$ cat src/rtl/mem_arb_pkg.sv
// rtl/mem_arb_pkg.sv - shared state, grant and command encodings for mem_arbiter
package mem_arb_pkg;

  typedef enum logic [1:0] {
    IDLE  = 2'd0,
    ISSUE = 2'd1,
    RDATA = 2'd2
  } state_e;

  typedef enum logic {
    GNT_IMEM = 1'b0,
    GNT_DMEM = 1'b1
  } gnt_e;

  localparam logic CMD_RD = 1'b0;
  localparam logic CMD_WR = 1'b1;

endpackage

$ cat src/rtl/mem_arbiter_if.sv
// rtl/mem_arbiter_if.sv - imem, dmem and downstream memory port bundle for mem_arbiter
interface mem_arbiter_if #(
  parameter int p_ADDR_BITS = 32,
  parameter int p_DATA_BITS = 32,
  parameter int p_STRB_BITS = p_DATA_BITS / 8
);

  logic [p_ADDR_BITS-1:0] imem_addr;
  logic [1:0]             imem_size;
  logic                   imem_valid;
  logic                   imem_ready;
  logic                   imem_r_valid;
  logic                   imem_r_ready;
  logic [p_DATA_BITS-1:0] imem_r_data;

  logic [p_ADDR_BITS-1:0] dmem_addr;
  logic                   dmem_cmd;
  logic [1:0]             dmem_size;
  logic                   dmem_valid;
  logic                   dmem_ready;
  logic                   dmem_r_valid;
  logic                   dmem_r_ready;
  logic [p_DATA_BITS-1:0] dmem_r_data;
  logic                   dmem_w_valid;
  logic                   dmem_w_ready;
  logic [p_STRB_BITS-1:0] dmem_w_strb;
  logic [p_DATA_BITS-1:0] dmem_w_data;

  logic [p_ADDR_BITS-1:0] mem_addr;
  logic                   mem_cmd;
  logic [1:0]             mem_size;
  logic                   mem_valid;
  logic                   mem_ready;
  logic                   mem_r_valid;
  logic                   mem_r_ready;
  logic [p_DATA_BITS-1:0] mem_r_data;
  logic                   mem_w_valid;
  logic                   mem_w_ready;
  logic [p_STRB_BITS-1:0] mem_w_strb;
  logic [p_DATA_BITS-1:0] mem_w_data;

  // Arbiter view
  modport slave (
    input  imem_addr, imem_size, imem_valid, imem_r_ready,
    output imem_ready, imem_r_valid, imem_r_data,
    input  dmem_addr, dmem_cmd, dmem_size, dmem_valid, dmem_r_ready,
    input  dmem_w_valid, dmem_w_strb, dmem_w_data,
    output dmem_ready, dmem_r_valid, dmem_r_data, dmem_w_ready,
    output mem_addr, mem_cmd, mem_size, mem_valid, mem_r_ready,
    output mem_w_valid, mem_w_strb, mem_w_data,
    input  mem_ready, mem_r_valid, mem_r_data, mem_w_ready
  );

  // Core and memory controller view
  modport master (
    output imem_addr, imem_size, imem_valid, imem_r_ready,
    input  imem_ready, imem_r_valid, imem_r_data,
    output dmem_addr, dmem_cmd, dmem_size, dmem_valid, dmem_r_ready,
    output dmem_w_valid, dmem_w_strb, dmem_w_data,
    input  dmem_ready, dmem_r_valid, dmem_r_data, dmem_w_ready,
    input  mem_addr, mem_cmd, mem_size, mem_valid, mem_r_ready,
    input  mem_w_valid, mem_w_strb, mem_w_data,
    output mem_ready, mem_r_valid, mem_r_data, mem_w_ready
  );

endinterface

$ cat src/rtl/mem_arb_pick.sv
// rtl/mem_arb_pick.sv - winner select; MEM_ARB_RR_EN selects round-robin, else dmem-first priority
module mem_arb_pick
  import mem_arb_pkg::*;
(
  input  logic elig_imem,
  input  logic elig_dmem,
  input  gnt_e last_gnt,
  output logic any,
  output gnt_e win
);

`ifdef MEM_ARB_RR_EN
  always_comb begin
    any = elig_imem | elig_dmem;
    win = GNT_IMEM;
    if (elig_imem && elig_dmem)
      win = (last_gnt == GNT_IMEM) ? GNT_DMEM : GNT_IMEM;
    else if (elig_dmem)
      win = GNT_DMEM;
  end
`else
  gnt_e unused_last_gnt;
  assign unused_last_gnt = last_gnt;

  always_comb begin
    any = elig_imem | elig_dmem;
    win = elig_dmem ? GNT_DMEM : GNT_IMEM;
  end
`endif

endmodule

$ cat src/rtl/mem_arbiter.sv
// rtl/mem_arbiter.sv - imem/dmem to single memory port arbiter, one transaction at a time
// Arbitration policy set by MEM_ARB_RR_EN inside mem_arb_pick.
module mem_arbiter
  import mem_arb_pkg::*;
#(
  parameter int p_ADDR_BITS = 32,
  parameter int p_DATA_BITS = 32,
  parameter int p_STRB_BITS = p_DATA_BITS / 8
) (
  input  logic          clk,
  input  logic          rst,
  mem_arbiter_if.slave  bus
);

  state_e                 state;
  gnt_e                   gnt;
  gnt_e                   last_gnt;
  gnt_e                   win;
  logic                   any;
  logic                   elig_imem;
  logic                   elig_dmem;
  logic                   grant;
  logic                   r_ready;
  logic                   cmd_done;

  logic [p_ADDR_BITS-1:0] addr_q;
  logic                   cmd_q;
  logic [1:0]             size_q;
  logic [p_STRB_BITS-1:0] strb_q;
  logic [p_DATA_BITS-1:0] data_q;
  logic                   valid_q;
  logic                   w_valid_q;

  // A dmem write is only eligible once its data is present, so it never blocks imem.
  assign elig_imem = bus.imem_valid;
  assign elig_dmem = bus.dmem_valid && (bus.dmem_cmd == CMD_RD || bus.dmem_w_valid);

  mem_arb_pick u_pick (
    .elig_imem (elig_imem),
    .elig_dmem (elig_dmem),
    .last_gnt  (last_gnt),
    .any       (any),
    .win       (win)
  );

  // rst gates the combinational readies so nothing is accepted while held in reset.
  assign grant            = rst && (state == IDLE) && any;
  assign bus.imem_ready   = grant && (win == GNT_IMEM);
  assign bus.dmem_ready   = grant && (win == GNT_DMEM);
  assign bus.dmem_w_ready = bus.dmem_ready && (bus.dmem_cmd == CMD_WR);

  assign r_ready           = (state == RDATA) &&
                             ((gnt == GNT_IMEM) ? bus.imem_r_ready : bus.dmem_r_ready);
  assign bus.mem_r_ready   = r_ready;
  assign bus.imem_r_valid  = (state == RDATA) && (gnt == GNT_IMEM) && bus.mem_r_valid;
  assign bus.dmem_r_valid  = (state == RDATA) && (gnt == GNT_DMEM) && bus.mem_r_valid;
  assign bus.imem_r_data   = bus.mem_r_data;
  assign bus.dmem_r_data   = bus.mem_r_data;

  assign bus.mem_addr    = addr_q;
  assign bus.mem_cmd     = cmd_q;
  assign bus.mem_size    = size_q;
  assign bus.mem_w_strb  = strb_q;
  assign bus.mem_w_data  = data_q;
  assign bus.mem_valid   = valid_q;
  assign bus.mem_w_valid = w_valid_q;

  assign cmd_done = bus.mem_ready && (cmd_q == CMD_RD || bus.mem_w_ready);

  always_ff @(posedge clk or negedge rst) begin
    if (!rst) begin
      state     <= IDLE;
      gnt       <= GNT_IMEM;
      last_gnt  <= GNT_IMEM;
      addr_q    <= '0;
      cmd_q     <= CMD_RD;
      size_q    <= '0;
      strb_q    <= '0;
      data_q    <= '0;
      valid_q   <= 1'b0;
      w_valid_q <= 1'b0;
    end else begin
      case (state)
        IDLE: begin
          if (any) begin
            state    <= ISSUE;
            gnt      <= win;
            last_gnt <= win;
            valid_q  <= 1'b1;
            if (win == GNT_DMEM) begin
              addr_q    <= bus.dmem_addr;
              cmd_q     <= bus.dmem_cmd;
              size_q    <= bus.dmem_size;
              strb_q    <= (bus.dmem_cmd == CMD_WR) ? bus.dmem_w_strb : '0;
              data_q    <= (bus.dmem_cmd == CMD_WR) ? bus.dmem_w_data : '0;
              w_valid_q <= (bus.dmem_cmd == CMD_WR);
            end else begin
              addr_q    <= bus.imem_addr;
              cmd_q     <= CMD_RD;
              size_q    <= bus.imem_size;
              strb_q    <= '0;
              data_q    <= '0;
              w_valid_q <= 1'b0;
            end
          end
        end
        ISSUE: begin
          if (cmd_done) begin
            valid_q   <= 1'b0;
            w_valid_q <= 1'b0;
            state     <= (cmd_q == CMD_WR) ? IDLE : RDATA;
          end
        end
        RDATA: begin
          if (bus.mem_r_valid && r_ready)
            state <= IDLE;
        end
        default: state <= IDLE;
      endcase
    end
  end

endmodule

$ cat src/flat_wrapper.sv
// flat-port wrapper written by rule: the top's interface ports become plain ports
module mem_arbiter_flat import mem_arb_pkg::*;
#(
  parameter int p_ADDR_BITS = 32,
  parameter int p_DATA_BITS = 32,
  parameter int p_STRB_BITS = p_DATA_BITS / 8
)
  (clk, rst, bus_imem_addr, bus_imem_size, bus_imem_valid, bus_imem_r_ready, bus_imem_ready, bus_imem_r_valid, bus_imem_r_data, bus_dmem_addr, bus_dmem_cmd, bus_dmem_size, bus_dmem_valid, bus_dmem_r_ready, bus_dmem_w_valid, bus_dmem_w_strb, bus_dmem_w_data, bus_dmem_ready, bus_dmem_r_valid, bus_dmem_r_data, bus_dmem_w_ready, bus_mem_addr, bus_mem_cmd, bus_mem_size, bus_mem_valid, bus_mem_r_ready, bus_mem_w_valid, bus_mem_w_strb, bus_mem_w_data, bus_mem_ready, bus_mem_r_valid, bus_mem_r_data, bus_mem_w_ready);
  mem_arbiter_if #(.p_ADDR_BITS(p_ADDR_BITS), .p_DATA_BITS(p_DATA_BITS), .p_STRB_BITS(p_STRB_BITS)) bus_i ();
  input  logic clk;
  input  logic rst;
  input wire logic [$bits(bus_i.imem_addr)-1:0] bus_imem_addr;
  input wire logic [$bits(bus_i.imem_size)-1:0] bus_imem_size;
  input wire logic [$bits(bus_i.imem_valid)-1:0] bus_imem_valid;
  input wire logic [$bits(bus_i.imem_r_ready)-1:0] bus_imem_r_ready;
  output wire logic [$bits(bus_i.imem_ready)-1:0] bus_imem_ready;
  output wire logic [$bits(bus_i.imem_r_valid)-1:0] bus_imem_r_valid;
  output wire logic [$bits(bus_i.imem_r_data)-1:0] bus_imem_r_data;
  input wire logic [$bits(bus_i.dmem_addr)-1:0] bus_dmem_addr;
  input wire logic [$bits(bus_i.dmem_cmd)-1:0] bus_dmem_cmd;
  input wire logic [$bits(bus_i.dmem_size)-1:0] bus_dmem_size;
  input wire logic [$bits(bus_i.dmem_valid)-1:0] bus_dmem_valid;
  input wire logic [$bits(bus_i.dmem_r_ready)-1:0] bus_dmem_r_ready;
  input wire logic [$bits(bus_i.dmem_w_valid)-1:0] bus_dmem_w_valid;
  input wire logic [$bits(bus_i.dmem_w_strb)-1:0] bus_dmem_w_strb;
  input wire logic [$bits(bus_i.dmem_w_data)-1:0] bus_dmem_w_data;
  output wire logic [$bits(bus_i.dmem_ready)-1:0] bus_dmem_ready;
  output wire logic [$bits(bus_i.dmem_r_valid)-1:0] bus_dmem_r_valid;
  output wire logic [$bits(bus_i.dmem_r_data)-1:0] bus_dmem_r_data;
  output wire logic [$bits(bus_i.dmem_w_ready)-1:0] bus_dmem_w_ready;
  output wire logic [$bits(bus_i.mem_addr)-1:0] bus_mem_addr;
  output wire logic [$bits(bus_i.mem_cmd)-1:0] bus_mem_cmd;
  output wire logic [$bits(bus_i.mem_size)-1:0] bus_mem_size;
  output wire logic [$bits(bus_i.mem_valid)-1:0] bus_mem_valid;
  output wire logic [$bits(bus_i.mem_r_ready)-1:0] bus_mem_r_ready;
  output wire logic [$bits(bus_i.mem_w_valid)-1:0] bus_mem_w_valid;
  output wire logic [$bits(bus_i.mem_w_strb)-1:0] bus_mem_w_strb;
  output wire logic [$bits(bus_i.mem_w_data)-1:0] bus_mem_w_data;
  input wire logic [$bits(bus_i.mem_ready)-1:0] bus_mem_ready;
  input wire logic [$bits(bus_i.mem_r_valid)-1:0] bus_mem_r_valid;
  input wire logic [$bits(bus_i.mem_r_data)-1:0] bus_mem_r_data;
  input wire logic [$bits(bus_i.mem_w_ready)-1:0] bus_mem_w_ready;
  assign bus_i.imem_addr = bus_imem_addr;
  assign bus_i.imem_size = bus_imem_size;
  assign bus_i.imem_valid = bus_imem_valid;
  assign bus_i.imem_r_ready = bus_imem_r_ready;
  assign bus_imem_ready = bus_i.imem_ready;
  assign bus_imem_r_valid = bus_i.imem_r_valid;
  assign bus_imem_r_data = bus_i.imem_r_data;
  assign bus_i.dmem_addr = bus_dmem_addr;
  assign bus_i.dmem_cmd = bus_dmem_cmd;
  assign bus_i.dmem_size = bus_dmem_size;
  assign bus_i.dmem_valid = bus_dmem_valid;
  assign bus_i.dmem_r_ready = bus_dmem_r_ready;
  assign bus_i.dmem_w_valid = bus_dmem_w_valid;
  assign bus_i.dmem_w_strb = bus_dmem_w_strb;
  assign bus_i.dmem_w_data = bus_dmem_w_data;
  assign bus_dmem_ready = bus_i.dmem_ready;
  assign bus_dmem_r_valid = bus_i.dmem_r_valid;
  assign bus_dmem_r_data = bus_i.dmem_r_data;
  assign bus_dmem_w_ready = bus_i.dmem_w_ready;
  assign bus_mem_addr = bus_i.mem_addr;
  assign bus_mem_cmd = bus_i.mem_cmd;
  assign bus_mem_size = bus_i.mem_size;
  assign bus_mem_valid = bus_i.mem_valid;
  assign bus_mem_r_ready = bus_i.mem_r_ready;
  assign bus_mem_w_valid = bus_i.mem_w_valid;
  assign bus_mem_w_strb = bus_i.mem_w_strb;
  assign bus_mem_w_data = bus_i.mem_w_data;
  assign bus_i.mem_ready = bus_mem_ready;
  assign bus_i.mem_r_valid = bus_mem_r_valid;
  assign bus_i.mem_r_data = bus_mem_r_data;
  assign bus_i.mem_w_ready = bus_mem_w_ready;
  mem_arbiter #(.p_ADDR_BITS(p_ADDR_BITS), .p_DATA_BITS(p_DATA_BITS), .p_STRB_BITS(p_STRB_BITS)) u_core (.clk(clk), .rst(rst), .bus(bus_i));
endmodule
$ cat config.mk
export PLATFORM = sky130hd
export DESIGN_NAME = mem_arbiter_flat
export DESIGN_NICKNAME = d
export VERILOG_FILES = /design/src/rtl/mem_arb_pkg.sv /design/src/rtl/mem_arbiter_if.sv /design/src/rtl/mem_arb_pick.sv /design/src/rtl/mem_arbiter.sv /design/src/flat_wrapper.sv
export SDC_FILE = /design/constraint.sdc
export NUM_CORES = 1
export LEC_CHECK = 0
export CAP_MARGIN = 20
export CORE_AREA = 2 2 113 115
export DETAILED_ROUTE_END_ITERATION = 10
export DIE_AREA = 0 0 115 117
export PLACE_DENSITY = 0.78
export SLEW_MARGIN = 20
export SYNTH_ARGS = -nofsm -noshare
export SYNTH_HDL_FRONTEND = slang
export SYNTH_SLANG_ARGS = --single-unit
$ cat constraint.sdc
create_clock -name clk -period 2.2 [get_ports clk]
set_clock_uncertainty 0.2 [all_clocks]
set_input_delay 0.44 -clock clk [delete_from_list [all_inputs] [get_ports clk]]
set_output_delay 0.44 -clock clk [all_outputs]
set_load 0.005 [all_outputs]
==> out/qor.txt, run 1 <==
Outcome: complete, but fails checks
Failing checks: negative setup slack
CP arrival: 1670 ps
Register area share after synthesis: 49.1%
Synth Warn #: 0
CP Data Required Time: 1560 ps
CTS max path bufs: 2
Clk pwr share: 21.6%
Antenna violations before repair: 0
Max-Cap Viols: 0
Placed Area: 5570 um2
PortBufs: 193
1st-iter DRT viols: 137
Top post-synthesis cells by area: dfrtp_1 49%, buf_4 12%, a22o_1 8.1%
CTS Buf Count: 9
Worst path bufs/invs: 1
Net Sw Frac: 31.9%
HP Class: in2async
Leak pwr: 2.54 nW
Top-count cell post-synth: dfrtp_1
Setup crit start kind: flop
Synth async-reset ratio: 100%
RePlAce Congestion: 0.824
CTS tree: built
Sinks on Clock Net: 76
Slowest cell on crit path: dfrtp_1
Post-route cell area: 5900 um2
Vias in the first global route: 3339
Synth area leader: dfrtp_1
Routed WL per cell: 17.4 um
Total GRT Usage: 16.7%
Initial Utilization: 31.5%
Post-route ant nets: 0
DP HPWL: 8810 um
Mapped Nets: 528
Number of synthesized register bits: 76
RSZ-0062 raised after global routing: yes
Clock-pin slew on the worst setup and hold paths: 60 ps
# rows: 41
TritonRoute pass-1 iters: 5
Total gr overflow: 0
Classification of the worst setup path: reg2out
EDFF count, synth: 0
CP delay by family, top: simple AND/OR/NAND/NOR gates
Tcrit/Tclk final: 105%
Switching Power: 2.17 mW
Die Span Y: 117 um
Post-route setup TNS: -114 ps
Vias per cell: 5.05
Via count: 3362
Final setup fails: 1
Worst slew margin: 55.7%
Worst Tran Pin Value: 665 ps
Distinct cells, synth: 32
Crit path cell chain: or2_4, or3_4, nor3b_2, buf_2
Fin nets: 658
Type of destination of the critical path: output pin
Max Slew Vio Count: 0
Area growth from synthesis to layout: 52.3%
Share of layout cells above drive strength 1: 9.88%
Comb pwr share: 45.2%
Post-layout minimum cycle time: 2310 ps
Top cell type's share of synthesized area: 49.1%
Die area: 13500 um2
Overall routed net length: 11600 um
# diodes: 0
Int Power: 4.63 mW
Hold Slack: 224 ps
Seq pwr share: 33.1%
Global-route wire length before repair: 17400 um
CP max stage delay: 390 ps
Pwr dens: 1150 nW/um2
Post-synth design cell area: 3870 um2
# IOs: 290
DRC: 0
Clock Tree Root: clkbuf_16
H-tree depth: 3
Die span in x: 115 um
Core Region: 12300 um2
Avg Inst Size Synth: 10.2 um2
Total Power: 6.79 mW
Pin count of the biggest net entering global routing: 53
Final Worst Setup Slack: -114 ps
Synth Flop Type: dfrtp_1
Synth Instances: 381
Top post-synthesis cells by count: 76 x dfrtp_1, 64 x buf_4, 39 x inv_1, 36 x a22o_1, 36 x nand2_1
Later-pin clock latency in the skew report: 330 ps
Hold Fails Final Rpt: 0
Max Clock Freq: 432 MHz
Crit-path max FO: 2
Max VDD drop: 403 uV
# fillers: 1152
-- stage by stage --
step | std cells | util (%) | setup slack, ps
final | 666 | 47.9 | -114
after global routing | 666 | 47.9 | -161
after CTS | 667 | 48.0 | -142
after detailed placement | 649 | 45.2 | -640
after global placement | 649 | 45.2 | -612
after floorplan | 381 | - | 28.1
-- logic make-up (layout without fill, tap and decap cells) --
group	after synthesis	count (layout)	synth area share, %
AOI/OAI and AO/OA	79	79	17.7
buffers and inverters	133	268	20.3
DFF	76	76	49.1
muxes	1	1	0.258
and+or+nand+nor	92	92	12.6
-- worst paths after layout --
| path | start | endpoint | slack, ps | depth (start not counted) |
|---|---|---|---|---|
| worst min-delay path | rst | u_core.bus.mem_addr[19]$_DFFE_PN0P_ | 220 | 2 |
| worst max-delay path | u_core.state[1]$_DFFE_PN0P_ | bus_imem_ready | -110 | 4 |
| worst min register to register | u_core.bus.mem_w_data[4]$_DFFE_PN0P_ | u_core.bus.mem_w_data[4]$_DFFE_PN0P_ | 300 | 1 |
| worst max register to register | u_core.state[1]$_DFFE_PN0P_ | u_core.bus.mem_w_strb[1]$_DFFE_PN0P_ | 290 | 4 |
| min in group clk | u_core.bus.mem_w_data[4]$_DFFE_PN0P_ | u_core.bus.mem_w_data[4]$_DFFE_PN0P_ | 300 | 1 |
| max in group asynchronous | rst | u_core.bus.mem_w_data[26]$_DFFE_PN0P_ | 980 | 2 |
-- cell usage in the layout, fill, tap and decap left out, types with 4 or more instances in the layout --
cell type,n
clkdlybuf4s50_1,182
dfrtp_1,76
inv_1,39
a22o_1,36
nand2_1,36
nand4_1,34
o221ai_1,34
buf_4,16
clkbuf_16,9
dlygate4sd2_1,5
buf_12,4
-- state kept, by name (all words and copies together) (netlist names) --
signal                  cells
u_core.gnt                  1
u_core.bus.mem_w_valid      1
u_core.bus.mem_addr        32
u_core.bus.mem_size         2
u_core.bus.mem_cmd          1
u_core.bus.mem_w_data      32
u_core.state                2
u_core.bus.mem_w_strb       4
u_core.bus.mem_valid        1
-- worst register-to-register path: stages (launching register included) --
cell and delay [ps]:
dfrtp_1 390, or2_4 260, or3_4 370, buf_4 260, a22o_1 320
-- per-layer routing --
layer | routed length, um | vias up | track usage, %
li1 | - | 1557 | -
met1 | 4410 | 1557 | 18.7
met2 | 5820 | 233 | 30.4
met3 | 1100 | 15 | 4.53
met4 | 223 | 0 | 6.59
met5 | 0 | - | 0
-- what timing repair did --
item                                    in CTS  in global routing
setup buffers                                1                  0
endpoints found under the hold margin       24                  0
gates cloned                                 0                  0
endpoints found under the setup margin       6                  3
hold buffers                                 1                  0
resized for setup                           25                  2
pin swaps                                    4                  3
-- power by group through the flow --
stage                     clock network [mW]  logic, mW  registers [mW]
final                                   1.47       3.07            2.25
after global routing                    1.58       3.35            2.32
after CTS                               1.51       3.11            2.26
after detailed placement                   0       3.07            2.28
after global placement                     0       3.02            2.25
after floorplan                            0       1.38            2.29
-- area by class of cell --
| cell class | instances | area, um2 | area share (%) |
|---|---|---|---|
| well taps | 150 | 188 | 3.18 |
| multi-input cells | 172 | 1240 | 21.0 |
| repair buffers | 213 | 2120 | 36.0 |
| inverters | 39 | 146 | 2.48 |
| flip-flops and latches | 76 | 1900 | 32.2 |
| clock buffers | 10 | 239 | 4.05 |
| clock inverters | 6 | 63.8 | 1.08 |
No activity file was read; power rests on OpenSTA's default activity.
==> inputs of run 2 (changes only) <==
- CTS_CLUSTER_DIAMETER: not set -> 100
==> results of run 2 <==
Final layout, timing and power as in run 1 (identical DEF).
